`config.mk`:
```
export PLATFORM = sky130hd
export DESIGN_NAME = store_buffer
export DESIGN_NICKNAME = d
export VERILOG_FILES = /design/src/rtl/store_buffer.sv
export SDC_FILE = /design/constraint.sdc
export NUM_CORES = 1
export LEC_CHECK = 0
export BUFFER_PORTS_ARGS = -buffer_cell sky130_fd_sc_hd__buf_2
export CORE_MARGIN = 2
export CORE_UTILIZATION = 40
export CTS_BUF_LIST = sky130_fd_sc_hd__clkbuf_2
export DETAILED_ROUTE_END_ITERATION = 16
export PLACE_DENSITY_LB_ADDON = 0.12
export RECOVER_POWER = 100
export SYNTH_ARGS = -nofsm -noshare
export SYNTH_HDL_FRONTEND = slang
export SYNTH_SLANG_ARGS = --single-unit
```
`constraint.sdc`:
```
create_clock -name clk -period 5 [get_ports clk]
set_clock_uncertainty 0.15 [all_clocks]
set_input_delay 0.25 -clock clk [delete_from_list [all_inputs] [get_ports clk]]
set_output_delay 0.25 -clock clk [all_outputs]
set_load 0.03 [all_outputs]
```
`src/rtl/store_buffer.sv`:
```
// Store buffer between the MEM stage and data memory: FIFO drain, load forwarding.
// Optional STORE_BUF_COALESCE_EN merges a store into the youngest same-word entry.
module store_buffer #(
  parameter int DEPTH  = 4,
  parameter int ADDR_W = 32,
  parameter int DATA_W = 32
) (
  input  logic                     clk,
  input  logic                     rst_n,
  input  logic                     st_valid,
  output logic                     st_ready,
  input  logic [ADDR_W-1:0]        st_addr,
  input  logic [DATA_W-1:0]        st_data,
  input  logic                     st_byte,
  input  logic                     ld_valid,
  input  logic [ADDR_W-1:0]        ld_addr,
  input  logic                     ld_byte,
  output logic                     ld_hit,
  output logic [DATA_W-1:0]        ld_data,
  output logic                     ld_stall,
  input  logic                     mem_busy,
  output logic                     mem_DE,
  output logic                     mem_WE,
  output logic [ADDR_W-1:0]        mem_A,
  output logic [DATA_W-1:0]        mem_WD,
  output logic                     mem_byte,
  output logic                     empty,
  output logic [$clog2(DEPTH):0]   count
);

  localparam int PW = $clog2(DEPTH);
  localparam int CW = PW + 1;

  logic [DEPTH-1:0]  vld_q;
  logic [ADDR_W-1:0] addr_q [DEPTH];
  logic [DATA_W-1:0] data_q [DEPTH];
  logic              byte_q [DEPTH];
  logic [3:0]        mask_q [DEPTH];

  logic [PW-1:0] head_q, head_d;
  logic [PW-1:0] tail_q, tail_d;
  logic [CW-1:0] cnt_q, cnt_d;

  logic drain_fire;
  logic merge_ok;
  logic accept;
  logic push;

  function automatic logic [DATA_W-1:0] lanes(input logic [3:0] m);
    return {{8{m[3]}}, {8{m[2]}}, {8{m[1]}}, {8{m[0]}}};
  endfunction

  assign empty      = (cnt_q == '0);
  assign count      = cnt_q;
  assign drain_fire = rst_n && !empty && !ld_valid && !mem_busy;

  // Lane-aligned store image
  logic [1:0]        st_lane;
  logic [3:0]        st_mask;
  logic [DATA_W-1:0] st_wdata;

  assign st_lane  = st_addr[1:0];
  assign st_mask  = st_byte ? (4'b0001 << st_lane) : 4'b1111;
  assign st_wdata = st_byte
                  ? (DATA_W'(st_data[7:0]) << {st_lane, 3'b000})
                  : st_data;

`ifdef STORE_BUF_COALESCE_EN
  logic [PW-1:0]     yng;
  logic [DATA_W-1:0] mrg_data;
  logic [3:0]        mrg_mask;
  logic              mrg_byte;

  assign yng = tail_q - PW'(1);

  always_comb begin
    merge_ok = 1'b0;
    if (!empty && !(drain_fire && (yng == head_q)) &&
        (addr_q[yng][ADDR_W-1:2] == st_addr[ADDR_W-1:2])) begin
      merge_ok = !st_byte || (mask_q[yng] == 4'hF) ||
                 (byte_q[yng] && (mask_q[yng] == st_mask));
    end
  end

  always_comb begin
    mrg_data = st_wdata;
    mrg_mask = 4'hF;
    mrg_byte = 1'b0;
    if (st_byte) begin
      mrg_data = (data_q[yng] & ~lanes(st_mask)) | st_wdata;
      mrg_mask = mask_q[yng];
      mrg_byte = byte_q[yng];
    end
  end
`else
  assign merge_ok = 1'b0;
`endif

  assign st_ready = rst_n &&
                    ((cnt_q < CW'(DEPTH)) || drain_fire || merge_ok);
  assign accept   = st_valid && st_ready;
  assign push     = accept && !merge_ok;

  always_comb begin
    head_d = head_q;
    tail_d = tail_q;
    cnt_d  = cnt_q;
    if (drain_fire) head_d = head_q + PW'(1);
    if (push)       tail_d = tail_q + PW'(1);
    if (push && !drain_fire) cnt_d = cnt_q + CW'(1);
    if (!push && drain_fire) cnt_d = cnt_q - CW'(1);
  end

  always_ff @(posedge clk) begin
    if (!rst_n) begin
      head_q <= '0;
      tail_q <= '0;
      cnt_q  <= '0;
      vld_q  <= '0;
    end else begin
      head_q <= head_d;
      tail_q <= tail_d;
      cnt_q  <= cnt_d;
      if (drain_fire) vld_q[head_q] <= 1'b0;
      if (push) begin
        vld_q[tail_q]  <= 1'b1;
        addr_q[tail_q] <= st_addr;
        data_q[tail_q] <= st_wdata;
        byte_q[tail_q] <= st_byte;
        mask_q[tail_q] <= st_mask;
      end
`ifdef STORE_BUF_COALESCE_EN
      else if (accept) begin
        if (!st_byte) addr_q[yng] <= st_addr;
        data_q[yng] <= mrg_data;
        mask_q[yng] <= mrg_mask;
        byte_q[yng] <= mrg_byte;
      end
`endif
    end
  end

  // Drain port always presents the head entry
  logic [DATA_W-1:0] hd_shift;

  assign hd_shift = data_q[head_q] >> {addr_q[head_q][1:0], 3'b000};
  assign mem_DE   = drain_fire;
  assign mem_WE   = drain_fire;
  assign mem_A    = addr_q[head_q];
  assign mem_byte = byte_q[head_q];
  assign mem_WD   = byte_q[head_q]
                  ? {{(DATA_W-8){1'b0}}, hd_shift[7:0]}
                  : data_q[head_q];

  // Scan oldest to youngest so the last match is the youngest
  logic          fwd_found;
  logic [PW-1:0] fwd_idx;
  logic [PW-1:0] scan;

  always_comb begin
    fwd_found = 1'b0;
    fwd_idx   = '0;
    scan      = '0;
    for (int i = 0; i < DEPTH; i++) begin
      scan = head_q + PW'(i);
      if (vld_q[scan] &&
          (addr_q[scan][ADDR_W-1:2] == ld_addr[ADDR_W-1:2])) begin
        fwd_found = 1'b1;
        fwd_idx   = scan;
      end
    end
  end

  logic [3:0] ld_mask;
  logic       fwd_ok;

  assign ld_mask = 4'b0001 << ld_addr[1:0];
  assign fwd_ok  = ld_byte ? |(mask_q[fwd_idx] & ld_mask)
                           : (mask_q[fwd_idx] == 4'hF);

  always_comb begin
    ld_hit   = 1'b0;
    ld_stall = 1'b0;
    ld_data  = '0;
    if (rst_n && ld_valid && fwd_found) begin
      if (fwd_ok) begin
        ld_hit  = 1'b1;
        ld_data = ld_byte ? (data_q[fwd_idx] & lanes(ld_mask))
                          : data_q[fwd_idx];
      end else begin
        ld_stall = 1'b1;
      end
    end
  end

endmodule

```
Yosys cells after proc, flatten, opt, wreduce, memory -nomap -nowiden

Memory sizes are Yosys's and may differ from the RTL's. A register that Yosys moved wholly into a read port is not among the register bits.
Index checks and enable logic that the tools add are counted.

Add/subtract/negate cells: 6
Order comparisons: 8
Equality and inequality tests: 5
Shift operators: 4
Mux-type cells: 45
Bitwise logic cells: 5
Reductions and logical operators: 24

Operators with widths:

| kind                                                       | count |
|---|---|
| 2-to-1 mux 32 bit                                          | 5 |
| equality test 30 bit                                       | 4 |
| bitwise AND 32 bit                                         | 1 |
| << shifter 8 x 5 -> 32 bit                                 | 1 |
| right shift 32 x 5 -> 8 bit                                | 1 |
| 2-to-1 mux 2 bit                                           | 10 |
| 2-to-1 mux 1 bit                                           | 18 |
| 2-to-1 mux 4 bit                                           | 4 |
| logical AND 1 bit                                          | 15 |
| less-than comparator 2 x 3 -> 1 bit, second input constant | 5 |
| bitwise AND 4 bit                                          | 2 |
| binary-select mux 1 bit (select 2 bit)                     | 4 |
| << shifter 1 x 2 -> 4 bit, first input constant            | 2 |
| 2-to-1 mux 3 bit                                           | 2 |
| zero test 1 bit                                            | 5 |
| adder 2 x 1 -> 2 bit, second input constant                | 2 |
| adder 2 bit, second input constant                         | 2 |
| demux 1 bit (select 2 bit)                                 | 2 |
| equality test 4 bit, second input constant                 | 1 |
| >= comparator 2 x 1 -> 1 bit, second input constant        | 2 |
| inverter 4 bit                                             | 1 |
| bitwise OR 4 bit                                           | 1 |
| OR reduction 4 bit                                         | 1 |
| adder 3 x 1 -> 3 bit, second input constant                | 1 |
| other kinds (5)                                            | 5 |

Register bits after elaboration: 11
Bits in writable memories: 276
Logic and storage cells: 105
Memories: 4

Memories:

| memory | words | bits a word | rd ports | clocked after memory_dff | write ports | RTL line | text |
|---|---|---|---|---|---|---|---|
| addr_q | 4     | 32          | 4        | 1                        | 1           | 35       | `logic [ADDR_W-1:0] addr_q [DEPTH];` |
| data_q | 4     | 32          | 2        | 1                        | 1           | 36       | `logic [DATA_W-1:0] data_q [DEPTH];` |
| mask_q | 4     | 4           | 1        | 0                        | 1           | 38       | `logic [3:0] mask_q [DEPTH];` |
| byte_q | 4     | 1           | 1        | 1                        | 1           | 37       | `logic byte_q [DEPTH];` |

Depth between registers and ports, before layout

Gate-level depths: netlist of run 1.
An unclocked memory read counts as a cell.

Depth after elaboration: 13
Depth in mapped cells: 24
Gate-level depth less buffers: 15

Worst setup path before layout of run 1

No wires, ideal clock.

Path type: reg2out
Start point: register head_q[0]
End point: output ld_data[13]
Arrival: 5599 ps
Setup slack: -999 ps
Stages on the path, launching flop included: 23
Buffers on the path: 8
Cell sequence: dfxtp_1 buf_6 buf_6 buf_4 inv_1 buf_1 ha_1 buf_2 buf_2 o21ai_0 or4_1 a2111oi_2 o2111a_1 a2111oi_2 or2_1 buf_4 mux2i_1 o21a_1 or3_1 o211a_1 a41o_4 buf_6 a2111oi_2

Elaborated cells between the ends (all ways): 38
Those cells by class: 3 x add/sub; 4 x eq/ne; 20 x mux; 2 x bitwise; 6 x reduce/logical; 3 x memory

RTL lines:

| what                                                                               | RTL line | text |
|---|---|---|
| start, declared                                                                    | 40       | `logic [PW-1:0] head_q, head_d;` |
| start signal, assigned                                                             | 116      | `head_q <= '0;` |
| start signal, assigned                                                             | 121      | `head_q <= head_d;` |
| adder 2 bit *                                                                      | 165      | `scan = head_q + PW'(i);` |
| via scan[0]                                                                        | 158      | `logic [PW-1:0] scan;` |
| memory read (4 x 32 bit) or binary-select mux 1 bit (select 2 bit) (tied branches) | -        |  |
| equality test 30 bit or 2-to-1 mux 1 bit (tied branches)                           | 167, 166 |  |
| logical AND 1 bit                                                                  | 166      | `if (vld_q[scan] &&` |
| 2-to-1 mux 2 bit                                                                   | 166      |  |
| memory read (4 x 4 bit)                                                            | -        |  |
| bitwise AND 4 bit                                                                  | 178      | `assign fwd_ok = ld_byte ? \|(mask_q[fwd_idx] & ld_mask)` |
| OR reduction 4 bit                                                                 | 178      |  |
| 2-to-1 mux 1 bit                                                                   | 178      |  |
| 2-to-1 mux 32 bit                                                                  | 186      | `if (fwd_ok) begin` |
| 2-to-1 mux 32 bit *                                                                | 185      | `if (rst_n && ld_valid && fwd_found) begin` |
| end, declared                                                                      | 19       | `output logic [DATA_W-1:0] ld_data,` |

The timed path passes the listed nets; every way through them passes the cells marked *. The select of a mux whose other input is x is not followed.

Final worst setup path of run 1

Start point: register head_q[0]
End point: output ld_data[28]

Longest elaborated chain between the ends: 13
Elaborated cells between the ends (all ways): 38
Those cells by class: 3 x add/sub; 4 x eq/ne; 20 x mux; 2 x bitwise; 6 x reduce/logical; 3 x memory

Ends and longest elaborated chain:

| what                                                                           | RTL line | text |
|---|---|---|
| adder 2 x 1 -> 2 bit or binary-select mux 1 bit (select 2 bit) (tied branches) | 165, 166 |  |
| memory read (4 x 32 bit), or another cell as far along                         | -        |  |
| equality test 30 bit, or another cell as far along                             | 167      | `(addr_q[scan][ADDR_W-1:2] == ld_addr[ADDR_W-1:2])) begin` |
| logical AND 1 bit or 2-to-1 mux 2 bit (tied branches)                          | 166      |  |
| 2-to-1 mux 2 bit (3 in a row)                                                  | 166      |  |
| memory read (4 x 4 bit)                                                        | -        |  |
| bitwise AND 4 bit                                                              | 178      |  |
| OR reduction 4 bit                                                             | 178      |  |
| 2-to-1 mux 1 bit                                                               | 178      |  |
| 2-to-1 mux 32 bit                                                              | 186      |  |
| 2-to-1 mux 32 bit *                                                            | 185      |  |

Every way passes the cells marked *; elsewhere a longest branch is shown, timed or not. The select of a mux whose other input is x is not followed.

==> results of run 1 <==
registers in the layout, summed over array words and instances, names as in the netlist, named ones only:
register and flops:
vld_q 4, count 3, mask_q 16, data_q 128, byte_q 4, addr_q 128, head_q 2, tail_q 2
layout by cell type (no fill, tap or decap), drive strengths merged, types with 13 or more instances in the layout:
| cell | n |
|---|---|
| nor2 | 47 |
| mux2i | 104 |
| buf | 348 |
| clkinv | 18 |
| o22ai | 42 |
| mux4 | 105 |
| inv | 58 |
| nand3 | 13 |
| a2111oi | 32 |
| edfxtp | 276 |
| mux2 | 16 |
| dfxtp | 13 |
| o21ai | 20 |
| nor3 | 18 |
| dlygate4sd3 | 145 |
| nand2 | 69 |
| nand4 | 15 |
| clkbuf | 182 |
| a211oi | 35 |
| a21oi | 42 |
| nor2b | 26 |
| xor2 | 28 |
| xnor2 | 93 |
| and2 | 39 |
layout make-up:
cell class              instances  share of cell area, %
inverters                      57                  0.945
flip-flops and latches        289                   36.5
repair buffers                563                   18.9
multi-input cells             867                   37.6
well taps                     585                   3.12
clock inverters                21                  0.464
clock buffers                 114                   2.43
diodes                          5                 0.0534
kinds of logic (layout without fill, tap and decap cells):
kind of cell / Yosys count / in the layout
compound gates: 240 / 240
xor+xnor: 121 / 121
fa+ha+maj: 10 / 10
buf+inv: 162 / 755
flops: 289 / 289
mux: 225 / 225
other cells: 0 / 5
simple gates: 271 / 271
per-layer routing:
layer / GRT usage [%] / vias up
met5: 0 / -
met4: 7.97 / 2
met3: 6.84 / 107
met2: 41.0 / 627
met1: 37.2 / 7173
li1: - / 6309
power by group through the flow:
stage / logic [mW] / registers [mW] / clock network [mW]
floorplan: 0.749 / 2.81 / 0
global placement: 1.16 / 2.82 / 0
detailed placement: 1.17 / 2.82 / 0
CTS: 1.31 / 2.77 / 1.71
global route: 1.39 / 2.78 / 1.83
finish: 1.32 / 2.77 / 1.66
repair_timing:
item | in CTS | in global routing
setup buffers | 12 | 3
endpoints found under the hold margin | 462 | 0
cloned | 2 | 1
hold buffers | 145 | 0
pin swaps | 9 | 6
endpoints found under the setup margin | 34 | 34
gates resized for setup | 78 | 9
tightest hold or removal path, delay by kind of cell:
kind                   cells  cell delay, ps
AOI/OAI and AO/OA          1             120
buffers and inverters      3             730
worst max path at each step:
| stage | from | endpoint | slack, ps | cells past startpoint |
|---|---|---|---|---|
| global placement | head_q[0]$_SDFFE_PN0P_ | ld_data[1] | -420 | 19 |
| floorplan | head_q[0]$_SDFFE_PN0P_ | ld_data[10] | -340 | 22 |
| finish | head_q[0]$_SDFFE_PN0P_ | ld_data[28] | -1060 | 18 |
| global route | head_q[0]$_SDFFE_PN0P_ | ld_data[27] | -1360 | 18 |
| detailed placement | head_q[1]$_SDFFE_PN0P_ | ld_data[3] | -450 | 19 |
| CTS | head_q[0]$_SDFFE_PN0P_ | ld_data[28] | -1140 | 18 |
==> metrics, run 1 <==
slew of the pin with the lowest slew margin=2800 ps; fin area=23400 um^2; post-synthesis mux area share=20.5%; Post-Layout Cell Count=approximately 2500; Mean Syn Cell Area=about 13 um^2; Cell variety after synth=86; Synth Area in Adders=less than 1%; total CTS buffers=between 70 and 80; failing checks=capacitance limit, slew limit, setup timing; # clock sinks=around 290; hold wc startpoint=st_data[11]; count leader, synth=edfxtp_1; Skew-Pair Late Insertion Delay=around 990 ps; Power Internal=between 3 and 4 mW; Buffers on Ports=between 200 and 250; worst reg2reg setup slack=approximately 140 ps; number of synthesized flops with an enable pin=~280; die area=between 40000 and 50000 um^2; crit path cell chain=inv_8 > ha_4 > buf_6 > mux4_2 > xnor2_2 > nand2_1 > a2111oi_4 > nor4b_4 > nand3_1 > o221a_2 > o2bb2ai_4 > inv_2 > or3_1 > o211a_1 > a41o_4 > buf_12 > a2111oi_4 > buf_4; Hold Vio Cnt, Final=0; Initial Util=about two fifths; worst hold path type=primary input to flop; Die Wd=roughly 210 um; Crit Path Class=flop to primary output; Syn Std Cell Area=~18000 um^2; largest family of logic cells by synthesized area=multiplexers; synth top area cells=edfxtp_1 (47%), mux4_2 (13%), mux2i_1 (5.8%); Final HPWL DP=about 42000 um; largest net degree at the start of global routing=47; Peak Freq=roughly 0.17 GHz; R2R depth=5; number of remaining DRC errors=0; Via-to-Cell Ratio=between 5 and 6; initial drt markers=roughly 1200; row cnt=76; post-synthesis sequential area ratio=a little under 50%; global route overflow=0; top cell type's share of synthesized area=between 40 and 50%; sequential power share=48.2%; register area=8560 um^2; Tot Pwr=5.74 mW; cells after synthesis=approximately 1300; Cells on Worst Hold Path=4; H-tree depth=3; setup_tns=-38770 ps; Final period util=121%; nets@finish=between 1500 and 2000; global-route wire length before repair=about 90000 um; synth-to-layout area growth=33.5%; clock network power share=slightly below 30%; synth cell count leaders=edfxtp_1 (276), mux4_2 (105), mux2i_1 (102); Final setup viols=between 60 and 70; top_reg_cell synth=edfxtp_1; fin crit period=just over 6000 ps; P_leak=just over 8 nW; Clock Path Buffers=3; Clock transition at path regs=~100 ps; post-synthesis compound-gate area fraction=approximately 11%; Crit Reg-Reg Startpoint=count[0]$_SDFFE_PN0P_; combinational power share=a little under a quarter; uppermost layer routed=met5; pre-CTS worst setup slack=-447 ps; simple-gate portion of the synthesized area=about 8.4%; Critical-path top delay cell=mux4_2; Synthesized Nets=approximately 1400; Max-Cap Viols=6; Req. time, crit path=roughly 4600 ps; metal2 WL=roughly 28000 um; Pre-antenna DRT Iters=5; area of the core=~43000 um^2; Arr. time, crit path=~5700 ps; layout cells sized above 1=around 38%; most frequent CP cell=a2111oi_4; CP startpoint kind=flop; outcome=finished with violations; Yosys top cell by area=edfxtp_1; Yosys reg bits=289; top-level I/O count=around 210; Total GRT Usage=26.6%; final setup margin=-1060 ps; Async SR Flop Fraction=0%; worst r2r dst=mask_q[1][3]$_DFFE_PP_; total length of routed wires=approximately 60000 um; WL met1=roughly 26000 um; CTS root buf=clkbuf_2; worst-path fanout max=10; Placed Instance Area=roughly 21000 um^2; vias in the first global route=approximately 14000; WL/cell=roughly 24 um; Synth Warn #=0; multi-input logic area=8800 um^2; CP peak stage delay=around 520 ps; crit end category=primary output; met3 WL=around 4800 um; placed insts=about 2200; Max Transition Viols Final=222; worst vdd ir=roughly 180 uV; initial antenna violation count=5; Psw=about 1.8 mW; Die Height=213 um; Via Count=14218; CTS tree=yes; Routability Congestion=0.916; unrepaired setup endpoints after global routing=yes; max_slew headroom=-86.6%; switching share of power=31.9%; ANT nets after route=0; XOR/XNOR Fraction of Synth Area=under 10%; Fillers=between 3000 and 4000; Hold WS=around 160 ps; Bufs and invs on worst path=5; PD cells=around 250 nW/um^2; CP delay by family, top=compound AO/OA/AOI/OAI gates; utilization after layout=a little over half; WHS Endpoint=data_q[3][11]$_DFFE_PP_
(Power assumes the default switching activity.)
==> inputs of run 2 (changes only) <==
==> constraint.sdc (replaced) <==
create_clock -name clk -period 6.6 [get_ports clk]
set_clock_uncertainty 0.15 [all_clocks]
set_input_delay 0.33 -clock clk [delete_from_list [all_inputs] [get_ports clk]]
set_output_delay 0.33 -clock clk [all_outputs]
set_load 0.03 [all_outputs]
==> run 2 against run 1 <==
Effect of this change:
- the run ends with capacitance limit, slew limit left
- via count down 4.8%
- register-to-register slack better by 800 ps
- count of clock-buffer cells in the layout shrank 6
- routed wire length rose by 1.1%
- sequential share of layout area is 3.0 points higher
- first-iteration DRC count shrank 1.4%
- total power shrank 25%
- global-route usage fell by 0.23 points
- worst setup slack improved by 1200 ps
- core utilization down 4.1 points
- critical path type unchanged
==> metrics, run 2 (same netlist as run 1, synthesis figures left out) <==
worst r2r dst=addr_q[1][21]$_DFFE_PP_; commonest non-fill, non-tap cell in the layout=edfxtp_1; initial drt markers=1192 (-1.4%); max_slew headroom=-104% (-17 points); Worst setup endpoint=ld_data[10]; largest net degree at the start of global routing=65 (+38%); H-tree depth=3 (unchanged); Die Height=213 um (unchanged); Peak Freq=0.155 GHz; CTS tree=yes; area of the core=43200 um^2 (unchanged); global route overflow=0 (unchanged); worst hold path type=primary input to flop; CTS root buf=clkbuf_2; number of remaining DRC errors=0 (unchanged); Bufs and invs on worst path=6 (+1); worst-path fanout max=6 (-4); unrepaired setup endpoints after global routing=yes; most frequent CP cell=buf_4; Via-to-Cell Ratio=5.85 (+2.9%); Arr. time, crit path=5970 ps (+310 ps); Via Count=13539 (-4.8%); Final setup viols=0 (-100%); WL/cell=26.4 um (+9.2%); initial antenna violation count=5 (unchanged); Crit Path Class=flop to primary output; utilization after layout=50.2% (-4.1 points); Clock transition at path regs=120 ps (+20 ps); total CTS buffers=77 (-2.5%); failing checks=capacitance limit, slew limit; Total GRT Usage=26.4% (-0.23 points); Final HPWL DP=39700 um (-5.8%); crit path cell chain=inv_4 > ha_4 > buf_6 > mux4_2 > xnor2_4 > o21ai_1 > a2111oi_4 > buf_4 > nor4b_4 > nand2_1 > buf_4 > a21boi_0 > nor4b_1 > nor4_4 > nand4_1 > o211a_4 > a41o_4 > buf_12 > a2111oi_4 > buf_4; Crit Reg-Reg Startpoint=count[2]$_SDFFE_PN0P_; PD cells=199 nW/um^2 (-19%); Clock Path Buffers=3 (unchanged); ANT nets after route=0 (unchanged); die area=45600 um^2 (unchanged); Skew-Pair Late Insertion Delay=1000 ps (about the same); Pre-antenna DRT Iters=5 (unchanged); CP delay by family, top=compound AO/OA/AOI/OAI gates; CP peak stage delay=570 ps (+50 ps); total length of routed wires=61100 um (+1.1%); Buffers on Ports=208 (unchanged); vias in the first global route=13221 (-7.6%); CP startpoint kind=flop; outcome=finished with violations; nets@finish=1782 (-9.5%); Final period util=between 90 and 100%; Die Wd=213 um (unchanged); R2R depth=5 (unchanged); Max Transition Viols Final=338 (+52%); Routability Congestion=0.930 (+1.5%); Tot Pwr=4.32 mW (-25%); critical path depth=20 (+2); # clock sinks=289 (unchanged); fin crit period=between 6000 and 7000 ps; Initial Util=40.7% (unchanged); commonest cells after routing, fill and taps aside=edfxtp_1 (276), clkbuf_2 (129), buf_2 (112); top flop regs=addr_q (128), data_q (128), mask_q (16); crit end category=primary output; layout cells sized above 1=30.6% (-7.0 points); Hold Vio Cnt, Final=0 (unchanged); Req. time, crit path=6120 ps (+1520 ps); Critical-path top delay cell=mux4_2; worst reg2reg setup slack=940 ps (+800 ps); worst vdd ir=112 uV (-39%); Max-Cap Viols=10 (+4); Setup crit start=head_q[0]$_SDFFE_PN0P_; slew of the pin with the lowest slew margin=3060 ps (+257 ps); row cnt=76 (unchanged); synth-to-layout area growth=23.4%; P_leak=7.12 nW (-13%); global-route wire length before repair=87000 um (-1.8%); top-level I/O count=209 (unchanged)
-- run 2: tightest hold or removal path, stage by stage --
cell           delay, ps
dlygate4sd3_1        520
buf_2                130
inv_1                 50
o22ai_1              100
-- run 2: layer usage --
| metal | track usage, % | vias to the layer above | routed length (um) |
|---|---|---|---|
| met3 | 5.30 | 80 | 5160 |
| met1 | 39.3 | 6888 | 26800 |
| met2 | 39.8 | 633 | 28200 |
| met5 | 0 | - | 0 |
| met4 | 6.18 | 0 | 911 |
| li1 | - | 5938 | - |
-- run 2: area by class of cell --
type | count | area, um^2
multi-input combinational | 872 | 8780
timing repair buffer | 372 | 2650
clock inverter | 26 | 170
fill | 3930 | 21500
sequential | 289 | 8560
clock buffer | 108 | 541
inverter | 57 | 216
antenna | 6 | 15.0
tap | 585 | 732
-- run 2: power by group --
part           switching [mW]  total, mW  internal [mW]
sequential             0.0366       2.10           2.07
combinational           0.556      0.905          0.350
clock                   0.790       1.31          0.524
-- run 2: how the worst min path moves through the flow --
stage | start | endpoint | slack, ps | cells past startpoint
after floorplan | st_addr[0] | addr_q[0][0]$_DFFE_PP_ | 280 | 0
after global placement | count[2]$_SDFFE_PN0P_ | count[2]$_SDFFE_PN0P_ | 360 | 2
after detailed placement | count[2]$_SDFFE_PN0P_ | count[2]$_SDFFE_PN0P_ | 360 | 2
after CTS | st_data[1] | data_q[0][1]$_DFFE_PP_ | 9 | 3
after global routing | st_data[26] | data_q[2][26]$_DFFE_PP_ | 30 | 4
final | st_data[8] | data_q[2][8]$_DFFE_PP_ | 130 | 4
-- run 2: timing repair --
item                                    CTS  global route
pin swaps                                 6            15
setup buffers                             8            20
cloned                                    5             2
endpoints found under the setup margin   34            34
resized for setup                        42            67
hold endpoints to repair                439             0
hold buffers                            109             0
-- run 2: metrics by stage --
stage	cell area (um^2)	cells	hold WS (ps)	setup slack (ps)	TNS, ps
2_1_floorplan	17600	1318	279	521	0
3_3_place_gp	19000	2031	355	538	0
3_5_place_dp	19000	2031	361	449	0
4_1_cts	21200	2287	9.49	1.05	0
5_1_grt	21700	2315	33.3	-128	-2500
6_report	21700	2315	130	148	0
